$ cat config.mk
export PLATFORM = sky130hd
export DESIGN_NAME = mem_access_unit
export DESIGN_NICKNAME = d
export VERILOG_FILES = /design/src/rtl/mau_pkg.sv /design/src/rtl/mau_lane.sv /design/src/rtl/mem_access_unit.sv
export SDC_FILE = /design/constraint.sdc
export NUM_CORES = 1
export LEC_CHECK = 0
export CAP_MARGIN = 20
export CORE_MARGIN = 3
export CORE_UTILIZATION = 51
export CTS_BUF_LIST = sky130_fd_sc_hd__clkbuf_16
export DETAILED_ROUTE_END_ITERATION = 10
export MAX_ROUTING_LAYER = met4
export PLACE_DENSITY = 0.86
export SYNTH_ARGS = -nofsm -noshare
export SYNTH_HDL_FRONTEND = slang
export SYNTH_SLANG_ARGS = --single-unit
$ cat constraint.sdc
create_clock -name clk -period 3.6 [get_ports clk]
set_input_delay 0.72 -clock clk [delete_from_list [all_inputs] [get_ports clk]]
set_output_delay 0.72 -clock clk [all_outputs]
set_load 0.01 [all_outputs]
$ cat src/rtl/mau_pkg.sv
// rtl/mau_pkg.sv - op/state encodings and decode helpers for mem_access_unit
package mau_pkg;

  typedef enum logic [2:0] {
    OP_LW  = 3'd0,
    OP_LH  = 3'd1,
    OP_LHU = 3'd2,
    OP_LB  = 3'd3,
    OP_LBU = 3'd4,
    OP_SW  = 3'd5,
    OP_SH  = 3'd6,
    OP_SB  = 3'd7
  } op_e;

  typedef enum logic [1:0] {
    ST_IDLE   = 2'd0,
    ST_ACCESS = 2'd1,
    ST_WRITE  = 2'd2
  } state_e;

  function automatic logic is_store(op_e o);
    return (o == OP_SW) || (o == OP_SH) || (o == OP_SB);
  endfunction

  // Sub-word stores need a read-modify-write through the merge buffer.
  function automatic logic is_rmw(op_e o);
    return (o == OP_SH) || (o == OP_SB);
  endfunction

  function automatic logic is_misaligned(op_e o, logic [1:0] lo);
    case (o)
      OP_LW, OP_SW:         return lo != 2'b00;
      OP_LH, OP_LHU, OP_SH: return lo[0];
      default:              return 1'b0;
    endcase
  endfunction

endpackage

$ cat src/rtl/mau_lane.sv
// rtl/mau_lane.sv - little-endian lane extract/extend for loads and lane merge for SB/SH
module mau_lane
  import mau_pkg::*;
(
  input  op_e         op,
  input  logic [1:0]  lane,
  input  logic [31:0] word,
  input  logic [15:0] wdata_lo,
  output logic [31:0] load_data,
  output logic [31:0] merge_word
);

  logic [7:0]  sel_byte;
  logic [15:0] sel_half;

  always_comb begin
    sel_byte   = word[{lane, 3'b000} +: 8];
    sel_half   = lane[1] ? word[31:16] : word[15:0];
    load_data  = word;
    merge_word = word;
    case (op)
      OP_LH:  load_data = {{16{sel_half[15]}}, sel_half};
      OP_LHU: load_data = {16'h0000, sel_half};
      OP_LB:  load_data = {{24{sel_byte[7]}}, sel_byte};
      OP_LBU: load_data = {24'h000000, sel_byte};
      OP_SH: begin
        if (lane[1]) merge_word[31:16] = wdata_lo;
        else         merge_word[15:0]  = wdata_lo;
      end
      OP_SB:  merge_word[{lane, 3'b000} +: 8] = wdata_lo[7:0];
      default: ;
    endcase
  end

endmodule

$ cat src/rtl/mem_access_unit.sv
// rtl/mem_access_unit.sv - load/store unit FSM; MAU_ALIGN_CHECK_EN enables misalignment errors
module mem_access_unit
  import mau_pkg::*;
#(
  parameter logic [31:0] BASE_ADDR = 32'h0000_0000
) (
  input  logic        clk,
  input  logic        reset,
  input  logic        req,
  input  logic [2:0]  op,
  input  logic [31:0] addr,
  input  logic [31:0] wdata,
  output logic        ready,
  output logic        ack,
  output logic [31:0] rdata,
  output logic        err,
  output logic [9:0]  dm_addr,
  output logic [31:0] dm_din,
  output logic        dm_we,
  input  logic [31:0] dm_dout
);

  state_e      state_q, state_d;
  op_e         op_q;
  logic [11:0] off_q;
  logic [11:0] off_in;
  logic [31:0] wdata_q, merge_q, rdata_q;
  logic        ack_q, err_q;
  logic        accept, mis;
  logic [31:0] load_data, merge_word;

  // Only the low 12 bits survive the 4 KiB wrap, so subtract in that width.
  assign off_in = addr[11:0] - BASE_ADDR[11:0];

`ifdef MAU_ALIGN_CHECK_EN
  assign mis = is_misaligned(op_q, off_q[1:0]);
`else
  assign mis = 1'b0;
`endif

  mau_lane u_lane (
    .op         (op_q),
    .lane       (off_q[1:0]),
    .word       (dm_dout),
    .wdata_lo   (wdata_q[15:0]),
    .load_data  (load_data),
    .merge_word (merge_word)
  );

  always_ff @(posedge clk) begin
    if (reset) state_q <= ST_IDLE;
    else       state_q <= state_d;
  end

  always_comb begin
    state_d = state_q;
    ready   = 1'b0;
    accept  = 1'b0;
    dm_we   = 1'b0;
    dm_din  = wdata_q;
    case (state_q)
      ST_IDLE: begin
        ready  = 1'b1;
        accept = req;
        if (req) state_d = ST_ACCESS;
      end
      ST_ACCESS: begin
        dm_we   = (op_q == OP_SW) && !mis;
        state_d = (is_rmw(op_q) && !mis) ? ST_WRITE : ST_IDLE;
      end
      ST_WRITE: begin
        dm_we   = 1'b1;
        dm_din  = merge_q;
        state_d = ST_IDLE;
      end
      default: state_d = ST_IDLE;
    endcase
    if (reset) dm_we = 1'b0;
  end

  always_ff @(posedge clk) begin
    if (reset) begin
      ack_q   <= 1'b0;
      err_q   <= 1'b0;
      rdata_q <= '0;
      merge_q <= '0;
      op_q    <= OP_LW;
      off_q   <= '0;
      wdata_q <= '0;
    end else begin
      ack_q <= ((state_q == ST_ACCESS) && (state_d == ST_IDLE)) || (state_q == ST_WRITE);
      err_q <= (state_q == ST_ACCESS) && mis;
      if (accept) begin
        op_q    <= op_e'(op);
        off_q   <= off_in;
        wdata_q <= wdata;
      end
      if ((state_q == ST_ACCESS) && !mis) begin
        if (!is_store(op_q)) rdata_q <= load_data;
        if (is_rmw(op_q))    merge_q <= merge_word;
      end
    end
  end

  assign ack     = ack_q;
  assign err     = err_q;
  assign rdata   = rdata_q;
  assign dm_addr = off_q[11:2];

endmodule

==> metrics.md, run 1 <==
| Metric | Value |
|---|---|
| Met3 routed WL | 1140 um |
| Final WL | 18600 um |
| Antenna diodes | 0 |
| Leading cell type in the layout, fill and taps excluded | clkdlybuf4s50_1 |
| IO Pins | 180 |
| Compound-Gate Fraction of Synth Area | 25.8% |
| Final core occ | 73.1% |
| First-pass detailed-route iteration total | 5 |
| Total track usage | 30.3% |
| Die ar. | 12400 um^2 |
| Remaining antenna violation count | 0 |
| Seq. cell area | 2280 um^2 |
| Xor/xnor cell area share of the yosys netlist | 0.286% |
| Pwr dens | 465 nW/um^2 |
| Max VDD drop | 0.255 mV |
| Gpl congestion | 0.978 |
| Synth top area share | 40.2% |
| Largest net degree at the start of global routing | 75 |
| CP startpoint kind | flop |
| Post-DP HPWL | 13200 um |
| H-tree Lvls | 4 |
| #FFs+latches synth | 114 |
| Cell accounting for the most synthesized area | dfxtp_1 |
| Synth Area in Simple Gates | 16.0% |
| Layout cells sized above 1 | 12.5% |
| Worst Setup End Kind | output pin |
| Num CTS Buffers | 17 |
| DP Cell Count | 904 |
| Met1 WL | 8350 um |
| Synth warn | 0 |
| PortBufs | 158 |
| Post-CTS Hold Buffers | 0 |
| WL/cell | 19.9 um |
| Detailed-route via count | 5525 |
| Die Wd | 112 um |
| Residual DRC count | 0 |
| Root buf cell | clkbuf_16 |
| Setup Buffers After CTS | 0 |
| Vias in the first global route | 5446 |
| Worst-margin pin slew | 1.06 ns |
| P_leak | 2.91 nW |
| Layout net count | 898 |
| Worst-path clk slew | 0.05 ns |
| Mapped Area | 5680 um^2 |
| Internal power | 2.64 mW |
| Global-route wire length before repair | 29400 um |
| First DRT Iteration DRCs | 425 |
| Setup Skew | 0.0139 ns |
| Met2 Wirelength | 8720 um |
| Async SR Flop Fraction | 0% |
| Max-Cap Viols | 0 |
| Overflow after GRT | 0 |
| Highest metal used | met4 |
| Most used DFF post-synth | dfxtp_1 |
| CTS tree | yes |
| Cells after synthesis | 665 |
| Worst Path Max Fanout | 29 |
| Pins over their slew limit | 0 |
| Adder-cell share of the synthesized area | 1.76% |
| WP data arrival | 2.49 ns |
| Largest family of logic cells by synthesized area | compound AO/OA/AOI/OAI gates |
| Maximum achievable frequency | 311 MHz |
| Worst slew margin relative to its limit | 29.1% |
| Clock Sinks | 114 |
| Setup TNS | 0 ns |
| Fin crit share | 89.2% |
| Most frequent cells in the layout | 157 x clkdlybuf4s50_1, 128 x nand2_1, 114 x dfxtp_1 |
| Latest clock arrival within the worst-skew pair | 0.42 ns |
| Via density | 5.91 |
| Syn_nets | 775 |
| Switching Fraction | 26.5% |
| Final hold vios | 0 |
| Layout fillers | 797 |
| Synth cell types | 54 |
| Sequential share of power | 38.7% |
| Clock share of power | 44.3% |
| Setup violators final | 0 |
| Placement row count | 37 |
| Die extent in y | 112 um |
| Share of the yosys chip area belonging to registers | 40.2% |
| Hold Path Depth | 2 |
| RSZ-0062 raised after global routing | false |
| HP Class | flop to flop |
| Number of synthesized flops with an enable pin | 0 |
| Status | completed |
| Mux contribution to synthesized area | 9.32% |
| Clock Path Buffers | 2 |
| CP Class | flop to output pin |
| Post-route minimum period | 3.21 ns |
| Net Switching | 0.951 mW |
| Core Area | 10600 um^2 |
| PostCTS Resize Cnt | 0 |
| Initial Util | 53.8% |
| Worst r2r path cells | 4 |
| Mean Syn Cell Area | 8.54 um^2 |
| Fin cells | 935 |
| Initial antenna violation count | 0 |
| Area grow syn2layout | 35.9% |
| Area contributors post-synth | dfxtp_1 40%, nand2_1 8.5%, mux2_2 7.7%, a21oi_1 7.1%, a221oi_1 3.7% |
| CP Data Required Time | 2.88 ns |
| Comb power frac | 16.9% |
| Multi-input logic area | 3020 um^2 |
-- final cells by class --
type / count / share of cell area, %
Timing Repair Buffer: 168 / 21.7
Multi-Input combinational cell: 481 / 39.2
Clock inverter: 13 / 1.59
Clock buffer: 17 / 5.51
Sequential cell: 114 / 29.6
Tap cell: 136 / 2.20
Inverter: 6 / 0.292
-- synth_stat cells, types with 3 or more instances --
cell type    n
nand2_1    128
dfxtp_1    114
a21oi_1     81
nor2_1      44
o21ai_0     41
mux2_2      39
clkbuf_1    33
a211oi_1    25
a221oi_1    24
buf_4       15
mux2i_1      9
a22o_1       8
a22oi_1      8
buf_2        8
ha_1         8
a221o_1      7
buf_6        6
inv_1        6
nand3b_1     5
o221a_2      5
nand2b_1     3
o221a_1      3
-- logic make-up (layout without fill, tap and decap cells) --
logic type	after synthesis	count (layout)
adder cells (fa/ha/maj)	8	8
flip-flops	114	114
multiplexers	48	48
XOR/XNOR	1	1
buffers and inverters	70	204
AND/OR/NAND/NOR	205	205
AO/OA/AOI/OAI	218	218
other	1	1
-- metal layers --
metal / global-route usage (%) / up-vias
met1: 38.5 / 2653
met4: 9.81 / 0
met2: 48.5 / 221
met3: 6.25 / 27
li1: - / 2624
met5: - / -
-- sequential cells by signal, summed over array words and instances (netlist names) --
name	count
wdata_q	32
merge_q	32
off_q	12
ack	1
op_q	3
rdata	32
state_q	2
-- stage by stage --
step           instance area [um^2]  hold WS (ns)  setup slack, ns  total power [mW]
2_1_floorplan                  5680         0.434             1.38              1.73
3_3_place_gp                   7140         0.440            0.888              1.99
3_5_place_dp                   7140         0.447            0.835              2.01
4_1_cts                        7690         0.455            0.399              3.58
5_1_grt                        7720         0.479            0.286              3.71
6_report                       7720         0.453            0.389              3.59
-- critical path, stage by stage (launching register included) --
cell,delay [ns]
dfxtp_1,0.34
inv_1,0.09
ha_1,0.31
buf_4,0.42
mux2_2,0.41
clkdlybuf4s50_1,0.48
-- power by group through the flow --
stage               clock [mW]  combinational [mW]  sequential (mW)
global placement             0               0.583             1.41
floorplan                    0               0.315             1.41
detailed placement           0               0.596             1.42
finish                    1.59               0.608             1.39
CTS                       1.59               0.601             1.39
global route              1.66               0.653             1.40
-- final timing paths --
check / endpoint / startpoint / slack (ns)
setup / recovery: dm_din[3] / state_q[0] / 0.39
hold / removal: wdata_q[29] / wdata_q[29] / 0.45
setup reg to reg: merge_q[18] / op_q[1] / 1.04
hold reg to reg: wdata_q[29] / wdata_q[29] / 0.45
(Power assumes the default switching activity.)
==> run 2, diff against run 1 <==
- SKIP_LAST_GASP: default -> 1
==> results of run 2 <==
No change in the layout: final DEF, timing and power equal those of run 1.
==> run 3, diff against run 2 <==
- CELL_PAD_IN_SITES_DETAIL_PLACEMENT: default -> 0
- CELL_PAD_IN_SITES_GLOBAL_PLACEMENT: default -> 2
- CORE_UTILIZATION: 51 -> 29
- PLACE_DENSITY: 0.86 -> default
- PLACE_DENSITY_LB_ADDON: default -> 0.1
- SLEW_MARGIN: default -> 0
==> run 3 against run 2 <==
- wire length is 10% higher
- clock skew is 0.0066 ns lower
- sequential power hardly changed
- clock-buffer cell count stayed put
- setup slack better by 0.17 ns
- critical path type unchanged
- largest cell class unchanged
==> metrics.md, run 3 (synthesized netlist as in run 1, its figures left out) <==
| Metric | Value |
|---|---|
| Core Area | 19000 um^2 (+80%) |
| Detailed-route via count | 5442 (-1.5%) |
| Cell family with most CP delay | buffers and inverters |
| HP Start | wdata_q[27] |
| Clock Sinks | 114 (unchanged) |
| Layout cells sized above 1 | 12.2% (-0.35 points) |
| Worst Path Max Fanout | 34 (+17%) |
| Overflow after GRT | 0 (unchanged) |
| CP Buf/Inv Count | 3 (unchanged) |
| Die ar. | 21300 um^2 (+71%) |
| Setup Skew | 0.00730 ns (-0.00660 ns) |
| HP Class | flop to flop |
| Slack of the critical path | 0.555 ns (+0.166 ns) |
| Remaining antenna violation count | 0 (unchanged) |
| Worst-path clk slew | 0.05 ns (about the same) |
| Area grow syn2layout | 37.7% |
| Post-DP HPWL | 14500 um (+9.6%) |
| First-pass detailed-route iteration total | 5 (unchanged) |
| Final hold vios | 0 (unchanged) |
| IO Pins | 180 (unchanged) |
| Setup TNS | 0 ns (unchanged) |
| Clock share of power | 42.5% (-1.8 points) |
| Switching Fraction | 26.8% (+0.27 points) |
| Comb power frac | 17.6% (+0.7 points) |
| PostCTS Resize Cnt | 0 (unchanged) |
| Layout fillers | 1906 (+140%) |
| Reg2Reg Setup Slack | 1.12 ns (+0.08 ns) |
| Worst r2r path cells | 4 (unchanged) |
| Pwr dens | 446 nW/um^2 (-4.1%) |
| Vias in the first global route | 5383 (-1.2%) |
| Net Switching | 0.933 mW (-1.9%) |
| Placement row count | 50 (+35%) |
| Status | completed |
| Final WL | 20400 um (+10%) |
| Worst-margin pin slew | 1.11 ns (+0.0563 ns) |
| Root buf cell | clkbuf_16 |
| Hold Path Depth | 2 (unchanged) |
| H-tree Lvls | 4 (unchanged) |
| Internal power | 2.55 mW (-3.2%) |
| Hold EP | wdata_q[27] |
| Residual DRC count | 0 (unchanged) |
| DP Area | 7320 um^2 (+2.5%) |
| Gpl congestion | 0.879 (-10%) |
| CP Class | flop to output pin |
| Total track usage | 19.7% (-11 points) |
| CP max stage delay | 0.49 ns (about the same) |
| CTS tree | yes |
| RSZ-0062 raised after global routing | false |
| Initial Util | 30.0% (-24 points) |
| First DRT Iteration DRCs | 259 (-39%) |
| Worst reg2reg path endpoint | merge_q[14] |
| Setup violators final | 0 (unchanged) |
| Dpl ws | 0.830 ns (-0.00558 ns) |
| Max-Cap Viols | 0 (unchanged) |
| P_leak | 2.89 nW (-0.55%) |
| CP Data Required Time | 2.88 ns (about the same) |
| Layout net count | 898 (unchanged) |
| Clock Path Buffers | 2 (unchanged) |
| Die Wd | 146 um (+31%) |
| CP Depth | 5 (unchanged) |
| Leading cell type in the layout, fill and taps excluded | clkdlybuf4s50_1 |
| CP startpoint kind | flop |
| Die extent in y | 146 um (+31%) |
| Global-route wire length before repair | 31900 um (+8.7%) |
| Crit-path cells | inv_1 > ha_1 > buf_4 > mux2_2 > clkdlybuf4s50_1 |
| Worst slew margin relative to its limit | 25.3% (-3.8 points) |
| Multi-input logic area | 3030 um^2 (about the same) |
| Setup Buffers After CTS | 0 (unchanged) |
| Initial antenna violation count | 0 (unchanged) |
| Fin crit share | 84.6% (-4.6 points) |
| Via density | 5.15 (-13%) |
| Max VDD drop | 0.304 mV (+19%) |
| Most frequent cells in the layout | 157 x clkdlybuf4s50_1, 128 x nand2_1, 114 x dfxtp_1 |
| Power, Total | 3.49 mW (-2.9%) |
| Crit-path slowest cell | clkdlybuf4s50_1 |
| Largest net degree at the start of global routing | 75 (unchanged) |
| Post-CTS Hold Buffers | 0 (unchanged) |
| Latest clock arrival within the worst-skew pair | 0.41 ns (about the same) |
| Seq. cell area | 2280 um^2 (unchanged) |
| Fin area | 7820 um^2 (+1.3%) |
| Pins over their slew limit | 0 (unchanged) |
| PortBufs | 158 (unchanged) |
| Antenna diodes | 0 (unchanged) |
| Post-route minimum period | 3.05 ns (-0.166 ns) |
| Sequential share of power | 39.8% (+1.1 points) |
| WL/cell | 19.3 um (-2.6%) |
| Maximum achievable frequency | 328 MHz (+5.5%) |
| Worst Setup End Kind | output pin |
| RR Startpoint | op_q[2] |
| WP data arrival | 2.33 ns (-0.16 ns) |
| Num CTS Buffers | 17 (unchanged) |
-- run 3: changes by cell type in the layout (fill, tap and decap cells not counted), sizes merged --
cell | previous run | this run
clkinv | 7 | 8
clkinvlp | 3 | 1
bufinv | 2 | 1
-- run 3: how the worst max path moves through the flow --
stage,end,startpoint
2_1_floorplan,dm_din[10],state_q[0]
3_3_place_gp,rdata[13],dm_dout[15]
3_5_place_dp,rdata[13],dm_dout[15]
4_1_cts,dm_din[2],state_q[0]
5_1_grt,dm_we,op_q[2]
6_report,dm_din[2],state_q[0]
-- run 3: layout make-up --
class / count / share of cell area [%]
clock buffers: 17 / 5.44
flip-flops and latches: 114 / 29.2
repair buffers: 168 / 21.3
multi-input cells: 481 / 38.7
well taps: 260 / 4.16
clock inverters: 11 / 0.976
inverters: 6 / 0.288
-- run 3: metrics by stage --
step	cells	util (%)	hold WS (ns)
final	1057	41.3	0.452
after global routing	1057	41.3	0.476
after CTS	1057	41.3	0.452
after detailed placement	1029	38.6	0.444
after global placement	1029	38.6	0.440
after floorplan	665	-	0.434
-- run 3: layer usage --
| metal | GRT usage, % | up-vias | wire (um) |
|---|---|---|---|
| li1 | - | 2634 | - |
| met1 | 27.3 | 2585 | 9770 |
| met2 | 29.1 | 206 | 9130 |
| met3 | 4.45 | 17 | 1280 |
| met4 | 4.99 | 0 | 260 |
| met5 | - | - | 0 |
-- run 3: worst min-delay path, stage by stage, from the launching register on --
cell,delay [ns]
dfxtp_1,0.30
nand2_1,0.05
a21oi_1,0.05
-- run 3: power by group through the flow --
stage               sequential (mW)  clock, mW  combinational, mW
floorplan                      1.41          0              0.315
global placement               1.41          0              0.612
detailed placement             1.42          0              0.617
CTS                            1.39       1.52              0.621
global route                   1.40       1.58              0.670
finish                         1.39       1.48              0.616
==> patch 1 (flow settings as in run 1) <==
The option `MAU_ALIGN_CHECK_EN` is turned on by a define.
--- a/src/rtl/mem_access_unit.sv
+++ b/src/rtl/mem_access_unit.sv
@@ -1,4 +1,6 @@
 // rtl/mem_access_unit.sv - load/store unit FSM; MAU_ALIGN_CHECK_EN enables misalignment errors
+`define MAU_ALIGN_CHECK_EN
+
 module mem_access_unit
   import mau_pkg::*;
 #(
Check against the original RTL: not equivalent (a bounded check fails within 4 cycles, from zero or initial values and one cycle with reset high).
==> patch 1 against run 1 <==
Cell area is 4.1% higher. Routed wire length grew 7.1%. Non-clock buffer count is 4 higher. Clock power increased by 10%. Global-route usage up 0.31 points. Cell count up 4.9%. Clock skew decreased by 5.6 ps. Core utilization is 0.62 points lower. Sequential cell count is 1 higher. Setup slack improved by 51 ps. Power up 6.1%. Maximum frequency increased by 1.6%. Area after synthesis increased by 4.4%. Largest cell class unchanged. Largest power group unchanged.
==> patch 1: results (changes against run 1) <==
* Synth Area in Adders at 1.69% (-0.074 points)
* Final non-filler cell total at 981 (+4.9%)
* HP Class: flip-flop to flip-flop
* Top cells by area, synth: dfxtp_1 39%, nand2_1 9.1%, mux2_2 8.7%
* Critical path arrival at 2440 ps (-50 ps)
* Fin nets at 938 (+4.5%)
* Sequential element share of the synthesized area at 38.8% (-1.3 points)
* Max layer used: met4
* Status: finished, final reports clean
* Hold EP: off_q[5]
* XOR/XNOR Fraction of Synth Area at 0.148% (-0.14 points)
* WL met1 at 8230 um (-1.4%)
* Worst stage delay on the critical path at 890 ps (+410 ps)
* WL/cell at 20.3 um (+2.1%)
* Synthesized Nets at 815 (+5.2%)
* Int Power at 2.77 mW (+4.8%)
* Post-synthesis mux area share at 9.24% (-0.073 points)
* Compound-gate portion of the synthesized area at 24.5% (-1.2 points)
* Pleak at 2.85 nW (-2.0%)
* FF-to-FF End: merge_q[12]
* Placed cell areas at 0.00743 mm2 (+4.0%)
* Clock skew at 8.32 ps (-5.58 ps)
* R2R depth at 5 (+1)
* First-pass GRT wire length at 30300 um (+3.3%)
* Fill count at 816 (+2.4%)
* Routability congestion estimate at 0.938 (-4.0%)
* Post-DRT Antenna Nets at 0 (unchanged)
* Commonest cells in the netlist: 144 x nand2_1, 115 x dfxtp_1, 68 x nor2_1, 64 x a21oi_1, 46 x mux2_2
* Largest net degree at the start of global routing at 104 (+39%)
* CP Launch Point: op_q[1]
* WL met3 at 1900 um (+67%)
* First-pass iteration count of the detailed router at 9 (+4)
* Slew headroom at 22.5% (-6.5 points)
* Worst Hold Slack at 453 ps (+0.305 ps)
* Initial DRC Count at 642 (+51%)
* Unique cell type count in the Yosys netlist at 58 (+7.4%)
* Post-placement cell count at 949 (+5.0%)
* Initial antenna violation count at 0 (unchanged)
* Routed vias at 5983 (+8.3%)
* Port Buffers at 159 (+0.63%)
* Reg2reg setup slack at 890 ps (-150 ps)
* Cell count after synthesis at 705 (+6.0%)
* Worst Setup EP: dm_we
* Place WS at 858 ps (+22.7 ps)
* Share of cells above drive strength 1 at 13.3% (+0.80 points)
* Hold Crit Start: off_q[5]
* GRT Overall Usage at 30.6% (+0.31 points)
* Crit path max-delay family: flip-flops
* Vias in the first global route at 5767 (+5.9%)
* Worst vdd ir at 0.324 mV (+27%)
* Final min period at 3160 ps (-51.2 ps)
==> patch 1: routing by layer <==
| metal | up-vias | global-route usage [%] |
|---|---|---|
| met1 | 2808 | 39.3 |
| met2 | 346 | 47.6 |
| met5 | - | - |
| met3 | 60 | 6.47 |
| li1 | 2769 | - |
| met4 | 0 | 11.6 |
==> patch 1: area by class of cell <==
type / count / area (um2) / share of cell area [%]
multi-input combinational: 515 / 3240 / 40.3
sequential: 115 / 2300 / 28.7
clock inverter: 15 / 181 / 2.26
clock buffer: 17 / 425 / 5.30
timing repair buffer: 172 / 1690 / 21.0
tap: 140 / 175 / 2.18
inverter: 7 / 26.3 / 0.327
==> patch 1: power by group through the flow <==
stage / logic [mW] / registers (mW) / clock network, mW
after global placement: 0.630 / 1.43 / 0
final: 0.657 / 1.41 / 1.75
after floorplan: 0.346 / 1.43 / 0
after global routing: 0.707 / 1.41 / 1.80
after detailed placement: 0.647 / 1.43 / 0
after CTS: 0.654 / 1.40 / 1.75
==> patch 2 (settings of run 1) <==
Made on the original files. Encoding of `state_e`: now one-hot (3 bits for 3 states).
--- a/src/rtl/mau_pkg.sv
+++ b/src/rtl/mau_pkg.sv
@@ -12,10 +12,10 @@
     OP_SB  = 3'd7
   } op_e;
 
-  typedef enum logic [1:0] {
-    ST_IDLE   = 2'd0,
-    ST_ACCESS = 2'd1,
-    ST_WRITE  = 2'd2
+  typedef enum logic [2:0] {
+    ST_IDLE   = 3'b001,
+    ST_ACCESS = 3'b010,
+    ST_WRITE  = 3'b100
   } state_e;
 
   function automatic logic is_store(op_e o);
Function: no difference found for any inputs over 4 cycles, from zero or initial values and one cycle with reset high; so few cycles prove little.
==> patch 2 against run 1 <==
Critical path depth unchanged. Highest routed layer unchanged. Sequential cell count up 1. Critical endpoint is now dm_din[9]. Clock skew fell by 4.1 ps. Routed wire length is 3.4% lower. Setup slack lost 20 ps. Power shrank 6.1%. Area after synthesis grew 0.57%. Cell area is 0.15% higher.
==> patch 2: results (changes against run 1) <==
* Status: finished, final reports clean
* Area grow syn2layout at 35.3%
* Fin nets at 908 (+1.1%)
* Slew headroom at 32.4% (+3.3 points)
* Largest fanout on the critical path at 31 (+6.9%)
* Post-placement cell count at 921 (+1.9%)
* Initial DRC Count at 504 (+19%)
* Hpwl dp at 12800 um (-3.6%)
* Synthesized Nets at 788 (+1.7%)
* Vias in the first global route at 5486 (+0.73%)
* Fill count at 878 (+10%)
* First-pass GRT wire length at 28400 um (-3.5%)
* Hold Crit Start: off_q[7]
* Final non-filler cell total at 954 (+2.0%)
* Commonest cells in the netlist: 125 x nand2_1, 115 x dfxtp_1, 75 x nor2_1, 58 x a21oi_1
* Hold EP: off_q[7]
* Switching power at 0.929 mW (-2.4%)
* Via/cell ratio at 5.96 (+0.83%)
* Sequential element share of the synthesized area at 40.3% (+0.12 points)
* XOR/XNOR Fraction of Synth Area at 0.153% (-0.13 points)
* Share of cells above drive strength 1 at 11.7% (-0.84 points)
* Post-synthesis mux area share at 9.64% (+0.32 points)
* Top cells by area, synth: dfxtp_1 40%, nand2_1 8.2%, mux2_2 7.7%
* FF-to-FF Start: off_q[0]
* GRT Overall Usage at 29.2% (-1.1 points)
* Largest net degree at the start of global routing at 69 (-8.0%)
* Clock skew at 9.84 ps (-4.07 ps)
patch 2: cell count changes after synthesis, moves of 12 or more:
cell	change
nor3_1	+25
o21ai_0	-33
a211oi_1	+14
clkbuf_1	-12
buf_2	+14
a21oi_1	-23
nor2_1	+31
patch 2: how the worst max path moves through the flow:
stage | cells past startpoint | to | from
after floorplan | 9 | merge_q[31] | off_q[1]
after global routing | 5 | dm_din[9] | state_q[2]
final | 5 | dm_din[9] | state_q[2]
after CTS | 5 | dm_din[6] | state_q[2]
after global placement | 5 | dm_din[6] | state_q[2]
after detailed placement | 5 | dm_din[6] | state_q[2]
patch 2: power groups by stage:
stage,Clock (mW),Combinational [mW],Sequential [mW]
detailed placement,0,0.485,1.39
global placement,0,0.476,1.39
CTS,1.52,0.489,1.36
global route,1.58,0.532,1.37
finish,1.52,0.492,1.36
floorplan,0,0.277,1.37
patch 2: worst max-delay path: stages (launching register included):
cell and delay, ps:
dfxtp_1 390, nor2b_1 220, nor2b_2 190, buf_4 390, mux2_2 420, clkdlybuf4s50_1 490
patch 2: layout make-up:
type	count	share of cell area (%)
Inverter	5	0.243
Timing Repair Buffer	168	21.7
Tap cell	140	2.27
Clock buffer	17	5.50
Multi-Input combinational cell	494	39.1
Clock inverter	15	1.42
Sequential cell	115	29.8
patch 2: layer usage:
metal  share of wire (%)  vias to the layer above  wire length, um  track usage, %
met5                   0                        -                0               -
met4                 2.1                        0              371            9.57
met3                 9.9                       33             1780            6.52
met2                  47                      326             8340            46.0
met1                  41                     2659             7430            37.3
li1                    -                     2666                -               -
patch 2: metrics by stage:
stage	hold WS [ps]	setup slack (ps)
2_1_floorplan	434	1360
3_3_place_gp	440	845
3_5_place_dp	447	788
4_1_cts	455	358
5_1_grt	482	258
6_report	453	369
